`src/rtl/pipeline_run_ctrl.sv`:
```
// pipeline_run_ctrl: run controller for the pipelined MIPS core.
// It sequences a multi-cycle CPU reset on start and counts RUN cycles.
// Every change of resultbuf is captured into a circular trace buffer.
// The run ends on a quiescent result (halt) or on a cycle timeout.
// Optional feature: define RUN_CTRL_SIG_EN to build the rotate-xor run signature;
// when it is undefined, signature is tied to 0.
module pipeline_run_ctrl #(
  parameter int DATA_W     = 32,
  parameter int DEPTH      = 8,
  parameter int RST_CYCLES = 4,
  parameter int HALT_IDLE  = 16,
  parameter int TIMEOUT    = 1024,
  localparam int AW = $clog2(DEPTH),
  localparam int CW = AW + 1,
  localparam int IW = $clog2(HALT_IDLE + 1),
  localparam int RW = (RST_CYCLES > 1) ? $clog2(RST_CYCLES) : 1
) (
  input  logic              clk,
  input  logic              Rst,
  input  logic              start,
  input  logic [DATA_W-1:0] resultbuf,
  output logic              cpu_rst,
  output logic              busy,
  output logic              done,
  output logic              timeout,
  output logic [31:0]       cycle_cnt,
  output logic [DATA_W-1:0] last_result,
  output logic [CW-1:0]     trace_count,
  input  logic [AW-1:0]     trace_rd_idx,
  output logic [DATA_W-1:0] trace_rd_data,
  output logic [DATA_W-1:0] signature
);

  typedef enum logic [2:0] {
    S_IDLE  = 3'd0,
    S_RESET = 3'd1,
    S_RUN   = 3'd2,
    S_DONE  = 3'd3,
    S_TMO   = 3'd4
  } state_t;

  state_t              state_q, state_d;
  logic                cpu_rst_q;
  logic [RW-1:0]       rst_cnt_q;
  logic [IW-1:0]       idle_cnt_q;
  logic [AW-1:0]       wr_ptr_q;
  logic [DATA_W-1:0]   trace_mem [DEPTH];

  logic                clear;
  logic                in_run;
  logic                changed;
  logic                halt_hit;
  logic                tmo_hit;
  logic                full;
  logic [AW-1:0]       rd_addr;

  // Trace occupancy stops growing once the buffer is full.
  function automatic logic [CW-1:0] sat_inc(input logic [CW-1:0] c);
    return (c == CW'(DEPTH)) ? c : c + CW'(1);
  endfunction

  assign in_run   = (state_q == S_RUN);
  assign changed  = (resultbuf != last_result);
  assign halt_hit = !changed && ((idle_cnt_q + IW'(1)) == IW'(HALT_IDLE));
  assign tmo_hit  = ((cycle_cnt + 32'd1) == 32'(TIMEOUT));
  assign clear    = start && ((state_q == S_IDLE) || (state_q == S_DONE) ||
                              (state_q == S_TMO));

  // Next-state decode; timeout takes priority over halt on the same cycle.
  always_comb begin
    state_d = state_q;
    case (state_q)
      S_IDLE, S_DONE, S_TMO: if (start) state_d = S_RESET;
      S_RESET: if (rst_cnt_q == RW'(RST_CYCLES - 1)) state_d = S_RUN;
      S_RUN: begin
        if (tmo_hit)       state_d = S_TMO;
        else if (halt_hit) state_d = S_DONE;
      end
      default: state_d = S_IDLE;
    endcase
  end

  // State register and registered CPU reset (released only while running).
  always_ff @(posedge clk or negedge Rst) begin
    if (!Rst) begin
      state_q   <= S_IDLE;
      cpu_rst_q <= 1'b1;
    end else begin
      state_q   <= state_d;
      cpu_rst_q <= (state_d != S_RUN);
    end
  end

  // Counts cycles spent holding the CPU in reset.
  always_ff @(posedge clk or negedge Rst) begin
    if (!Rst)                    rst_cnt_q <= '0;
    else if (state_q == S_RESET) rst_cnt_q <= rst_cnt_q + RW'(1);
    else                         rst_cnt_q <= '0;
  end

  // Run-cycle and idle counters, cleared when a new run is requested.
  always_ff @(posedge clk or negedge Rst) begin
    if (!Rst) begin
      cycle_cnt  <= '0;
      idle_cnt_q <= '0;
    end else if (clear) begin
      cycle_cnt  <= '0;
      idle_cnt_q <= '0;
    end else if (in_run) begin
      cycle_cnt  <= cycle_cnt + 32'd1;
      idle_cnt_q <= changed ? '0 : idle_cnt_q + IW'(1);
    end
  end

  // Capture bookkeeping: write pointer, occupancy and last captured value.
  always_ff @(posedge clk or negedge Rst) begin
    if (!Rst) begin
      wr_ptr_q    <= '0;
      trace_count <= '0;
      last_result <= '0;
    end else if (clear) begin
      wr_ptr_q    <= '0;
      trace_count <= '0;
      last_result <= '0;
    end else if (in_run && changed) begin
      wr_ptr_q    <= wr_ptr_q + AW'(1);
      trace_count <= sat_inc(trace_count);
      last_result <= resultbuf;
    end
  end

  // Trace storage; stale contents are hidden by trace_count on readout.
  always_ff @(posedge clk) begin
    if (in_run && changed) trace_mem[wr_ptr_q] <= resultbuf;
  end

  // Once full, the oldest entry sits at the write pointer.
  assign full          = (trace_count == CW'(DEPTH));
  assign rd_addr       = full ? (wr_ptr_q + trace_rd_idx) : trace_rd_idx;
  assign trace_rd_data = ({1'b0, trace_rd_idx} < trace_count) ? trace_mem[rd_addr]
                                                              : '0;

`ifdef RUN_CTRL_SIG_EN
  logic [DATA_W-1:0] sig_q;

  // One-bit rotate left, the mixing step of the signature.
  function automatic logic [DATA_W-1:0] rotl1(input logic [DATA_W-1:0] v);
    return {v[DATA_W-2:0], v[DATA_W-1]};
  endfunction

  // Signature folds every captured value into a rotate-xor checksum.
  always_ff @(posedge clk or negedge Rst) begin
    if (!Rst)                    sig_q <= '0;
    else if (clear)              sig_q <= '0;
    else if (in_run && changed)  sig_q <= rotl1(sig_q) ^ resultbuf;
  end

  assign signature = sig_q;
`else
  assign signature = '0;
`endif

  assign cpu_rst = cpu_rst_q;
  assign busy    = (state_q == S_RESET) || (state_q == S_RUN);
  assign done    = (state_q == S_DONE);
  assign timeout = (state_q == S_TMO);

endmodule

```
`config.mk`:
```
export PLATFORM = sky130hd
export DESIGN_NAME = pipeline_run_ctrl
export DESIGN_NICKNAME = d
export VERILOG_FILES = /design/src/rtl/pipeline_run_ctrl.sv
export SDC_FILE = /design/constraint.sdc
export NUM_CORES = 1
export LEC_CHECK = 0
export ABC_AREA = 1
export CORE_UTILIZATION = 45
export CTS_BUF_LIST = sky130_fd_sc_hd__clkbuf_8
export CTS_CLUSTER_DIAMETER = 60
export DETAILED_ROUTE_END_ITERATION = 6
export PLACE_DENSITY = 0.79
export SYNTH_ARGS = -nofsm -noshare
export SYNTH_HDL_FRONTEND = slang
export SYNTH_SLANG_ARGS = --single-unit
```
`constraint.sdc`:
```
create_clock -name clk -period 3.2 [get_ports clk]
set_input_delay 0.64 -clock clk [delete_from_list [all_inputs] [get_ports clk]]
set_output_delay 0.64 -clock clk [all_outputs]
set_load 0.02 [all_outputs]
```
-- Yosys cells after proc, flatten, opt, wreduce, memory -nomap -nowiden
Memories as Yosys holds them, arrays and structs flattened.
Cells that the tools add are included.
- flip-flop bits (word level): 82
- memory bits (writable): 256
- bits of input ports: 38
- output and inout bits: 136
- word-level logic and storage cells: 61
- memories kept: 1
- $add $sub $neg: 6
- order comparisons: 1
- equality and inequality tests: 11
- multiplexer cells: 22
- reduce and logical (&&, ||, !) cells: 12
- memories (name ; words ; bits a word ; read ports ; clocked after memory_dff ; write ports ; line ; RTL):
    trace_mem ; 8 ; 32 ; 1 ; 0 ; 1 ; 47 ; logic [DATA_W-1:0] trace_mem [DEPTH];
- operator list (kind ; count):
    $mux 32 ; 5
    $add 32x1->32 const B ; 1
    $eq 32x11->1 const B ; 1
    $ne 32x32->1 ; 1
    $mux 3 ; 7
    $mux 5 ; 3
    $mux 4 ; 3
    $pmux 3 s3 ; 1
    $eq 3x2->1 const B ; 2
    $add 5x1->5 const B ; 1
    $eq 5x5->1 const B ; 1
    $add 4x1->4 const B ; 1
    $eq 4x4->1 const B ; 1
    $lt 3x4->1 ; 1
    $reduce_bool 2->1 ; 2
    $add 3x1->3 const B ; 1
    $add 3x3->3 ; 1
    $eq 3x1->1 const B ; 1
    $eq 3x3->1 const B ; 1
    $logic_and 1x1->1 ; 3
    $logic_not 3->1 ; 1
    $logic_or 1x1->1 ; 3
    $ne 3x2->1 const B ; 1
    $reduce_or 3->1 ; 1
    7 further kinds ; 8

-- Depth between registers and ports, before layout
- word-level depth: 7
- gate-level depth with buffers: 15

-- Worst setup path before layout
OpenSTA, ideal clock, no wires.
- path type: input port to flip-flop
- start point: input port resultbuf[29]
- end point: memory trace_mem[0][0] (enable)
- arrival: 2.914 ns
- data required time: 2.779 ns
- path slack: -0.135 ns
- cell stages on the path: 12
- path through: inv_1 nand2_1 nand2_1 nor2_1 nand4_1 nor2_1 nand2_1 nand2_1 inv_1 buf_2 nand2_1 nor2_1
- word-level cells in the longest chain between the ends: 4
- RTL lines (element ; line ; RTL):
    start: declaration ; 21 ; input logic [DATA_W-1:0] resultbuf,
    $ne 32x32->1 ; 63 ; assign changed = (resultbuf != last_result);
    $logic_and 1x1->1 ; 134 ; if (in_run && changed) trace_mem[wr_ptr_q] <= resultbuf;
    $mux 1 ; 134 ;
    $mux 1 (not written as such) ; 134 ;
    end: declaration ; 47 ;
No other way between the ends.

-- Final worst setup path
- start point: register wr_ptr_q[0]
- end point: output port trace_rd_data[18]
- word-level cells in the longest chain between the ends: 4
- RTL lines (element ; line ; RTL):
    start: declaration ; 46 ; logic [AW-1:0] wr_ptr_q;
    start signal: assignment ; 126 ; wr_ptr_q <= wr_ptr_q + AW'(1);
    $add 3x3->3 ; 139 ; assign rd_addr = full ? (wr_ptr_q + trace_rd_idx) : trace_rd_idx;
    $mux 3 ; 139 ;
    $mem_v2 8x32 ; -- ;
    $mux 32 ; 140 ; assign trace_rd_data = ({1'b0, trace_rd_idx} < trace_count) ? trace_mem[rd_addr]
    end: declaration ; 30 ; output logic [DATA_W-1:0] trace_rd_data,
No other way between the ends.

==> key figures <==
Place
  • Hpwl dp: 26,400 µm
  • Setup WS pre-CTS: -1040 ps
  • I/O Buffers: 141
  • Placed Area: 0.0184 mm²
  • Routability cong.: 0.898
  • Cell count after placement: 2,147

STA
  • Unrepaired setup endpoints after global routing: true
  • TNS Setup: -10,640 ps
  • Setup WS post-layout: -391 ps
  • Hold Violations, Final: 0
  • Slew HR: 61.1%
  • Worst Max-Slew Pin Slew: 583 ps
  • Final period util: 112%
  • Crit path time final: 3590 ps
  • Count of final setup violators: 32
  • Slew Limit Fails: 0
  • Maximum clock frequency: 0.278 GHz
  • Clk_skew: 52.3 ps

Layout
  • NumNets Final: 1,824
  • Fin area: 0.0203 mm²
  • Layout area overhead: 30.8%
  • Fillers: 2,579
  • Share of cells above drive strength 1: 22.8%
  • Non-filler cells, final: 2,268

Pwr
  • P_leak: 7.87 nW
  • PnR Total Power: 0.0120 W
  • Pwr per Cell Area: 593 mW/mm²
  • Max VDD drop: 425 µV

Yosys
  • Post-synthesis cell count: 1,512
  • Syn avg cell area: 10.3 µm²
  • Area share of the largest cell type after synthesis: 49.5%
  • Synthesis warning total: 0
  • Post-synth EDFFs: 256
  • Async set-or-reset flop fraction in the synthesized netlist: 24.3%
  • #FFs+latches synth: 338
  • Leading register cell type out of synthesis: edfxtp_1
  • Yosys top cell by area: edfxtp_1
  • Mapped Area: 0.0155 mm²
  • Largest cells by area after synthesis: edfxtp_1 49%, dfrtp_1 13%, nand2_1 7.1%
  • Distinct cells, synth: 45
  • Post-synthesis sequential area ratio: 62.7%

Floorplan
  • Die Footprint: 0.0353 mm²
  • Starting Density: 46.0%
  • Core ar.: 0.0338 mm²
  • Die height: 188 µm
  • # rows: 67
  • Die X: 188 µm
  • I/O pin total: 174

Clocking
  • Clk Latency, worst-skew pair: 620 ps
  • CTS sink cnt: 338
  • Clock-pin slew on the worst setup and hold paths: 60 ps
  • CTS tree: built
  • H-tree Lvls: 2
  • CTS Buf Count: 55
  • Cts hold-fix bufs: 0
  • Clk Tree Root Cell: clkbuf_8
  • Clk buf depth: 3

Worst setup path
  • Crit Path Class: reg -> out
  • Crit Path Max Fanout: 8
  • Crit path max-delay family: buffers and inverters
  • CP Buf/Inv Count: 6
  • Slowest stage delay, CP: 520 ps
  • Worst Setup End Kind: primary output
  • Cells along the critical path: ha_2, fa_2, inv_2, o21ai_4, buf_12, inv_8, clkbuf_16, buf_6, a311oi_2, nor2_1, buf_4
  • Crit-path slowest cell: fa_2
  • WP data arrival: 2950 ps
  • Critical path required time: 2560 ps
  • CP startpoint kind: flop

Drt
  • Iteration-0 DRC Markers: 1,319
  • Via density: 5.56
  • Drt wl/cell: 20.1 µm
  • # DRC: 0
  • Total number of vias: 12,600
  • Drt total wl: 45,500 µm
  • DRT antenna net count: 0
  • Drt pass-1 iters: 5

Hold path
  • Worst min-delay path category: in -> async

Run status
  • Status: complete, but fails checks
  • Failing checks: setup timing

Global route
  • Initial antenna violation count: 2
  • Total track usage: 24.6%
  • Grt ovf: 0
  • First-pass GRT wire length: 67,300 µm
  • Vias in the first global route: 12,500
  • Largest net degree at the start of global routing: 63

Flow run
  • Number of max-cap violations: 0
-- what timing repair did --
| action | CTS | global route |
|---|---|---|
| gates cloned | 6 | 4 |
| buffers inserted | 9 | 1 |
| gates resized for setup | 277 | 79 |
| pin swaps | 43 | 43 |
| setup endpoints to repair | 32 | 32 |
-- synthesized netlist by cell type (2+ instances only) --
library cell,n
nand2_1,292
edfxtp_1,256
nor2_1,254
o21ai_0,116
inv_1,87
dfrtp_1,81
nand3_1,57
clkbuf_1,50
or2_2,40
buf_4,32
a311oi_1,31
o221ai_1,31
xor2_1,31
o22ai_1,21
or2_1,20
buf_2,13
a21oi_1,11
nand4_1,11
ha_1,10
o21ai_1,9
inv_2,7
nor2_2,7
nand2_2,6
nor2_4,4
nor3_1,4
buf_1,3
or2_0,3
a21oi_2,2
a22oi_1,2
a32o_1,2
nand3_2,2
nand3b_1,2
nor2_8,2
nor3_2,2
-- registers in the layout, summed over array words and instances (netlist names) --
name and cells:
cycle_cnt 32, state_q 3, trace_mem 256, trace_count 4
cpu_rst 1, wr_ptr_q 3, rst_cnt_q 2, last_result 32
idle_cnt_q 5
-- worst register-to-register path, stage by stage (launching register included) --
cell,delay [ps]
dfrtp_1,410
xor2_1,170
nor2_1,220
nand4_1,210
nor2_1,200
nand2_1,150
nand2_1,110
buf_4,460
nor2_1,240
nand3_1,120
nand2_1,50
a21oi_1,150
-- stage by stage --
step,hold slack (ps),util [%]
detailed placement,426,54.3
global route,67.5,60.1
global placement,421,54.3
finish,48.7,60.1
CTS,41.6,59.2
floorplan,344,-
-- routing by layer --
layer	routed length, µm	vias up	GRT usage (%)
li1	-	5666	-
met1	17100	6087	29.8
met2	22600	716	42.4
met3	4310	133	5.93
met4	1490	0	9.16
met5	0	-	0
-- cells by family (layout without fill, tap and decap cells) --
kind of cell | after synthesis | in the layout | share of synthesized area, %
buf+inv | 193 | 468 | 5.54
compound gates | 229 | 229 | 9.26
fa+ha+maj | 11 | 11 | 0.934
other cells | 1 | 34 | 0.0241
simple gates | 708 | 708 | 19.7
flops | 338 | 338 | 62.7
xor+xnor | 32 | 32 | 1.85
-- area by class of cell --
cell class	instances	area, µm²	share of cell area [%]
Sequential cell	338	9740	47.9
Multi-Input combinational cell	1012	5620	27.7
Timing Repair Buffer	273	2950	14.5
Clock buffer	56	771	3.79
Tap cell	448	561	2.76
Inverter	95	367	1.80
Clock inverter	44	308	1.51
Antenna cell	2	5.00	0.0246
-- power by group --
part           leakage, nW  switching [W]  internal (W)
Combinational         3.84        0.00183       0.00118
Clock                0.611        0.00177       0.00196
Sequential            3.42       0.000265       0.00504
Total                 7.87        0.00387       0.00818
-- cell usage in the layout, fill, tap and decap left out, types with 40 or more instances in the layout --
master           netlist  layout
nand2_1              292     287
edfxtp_1             256     256
nor2_1               254     222
clkdlybuf4s50_1        0     106
inv_1                 87     103
buf_4                 32      99
dfrtp_1               81      81
o21ai_0              116      72
nand3_1               57      57
clkbuf_8               0      56
or2_2                 40      40
-- worst paths after layout --
kind	startpoint	endpoint	slack, ps	cells past startpoint
worst max register to register	last_result[9]	trace_count[2]	610	11
min in group clk	rst_cnt_q[0]	rst_cnt_q[0]	430	1
max in group asynchronous	Rst	cpu_rst	2420	2
worst min-delay path	Rst	cycle_cnt[25]	50	1
worst max-delay path	wr_ptr_q[0]	trace_rd_data[18]	-390	11
worst min register to register	rst_cnt_q[0]	rst_cnt_q[0]	430	1
Power figures use the tool's default switching activity.
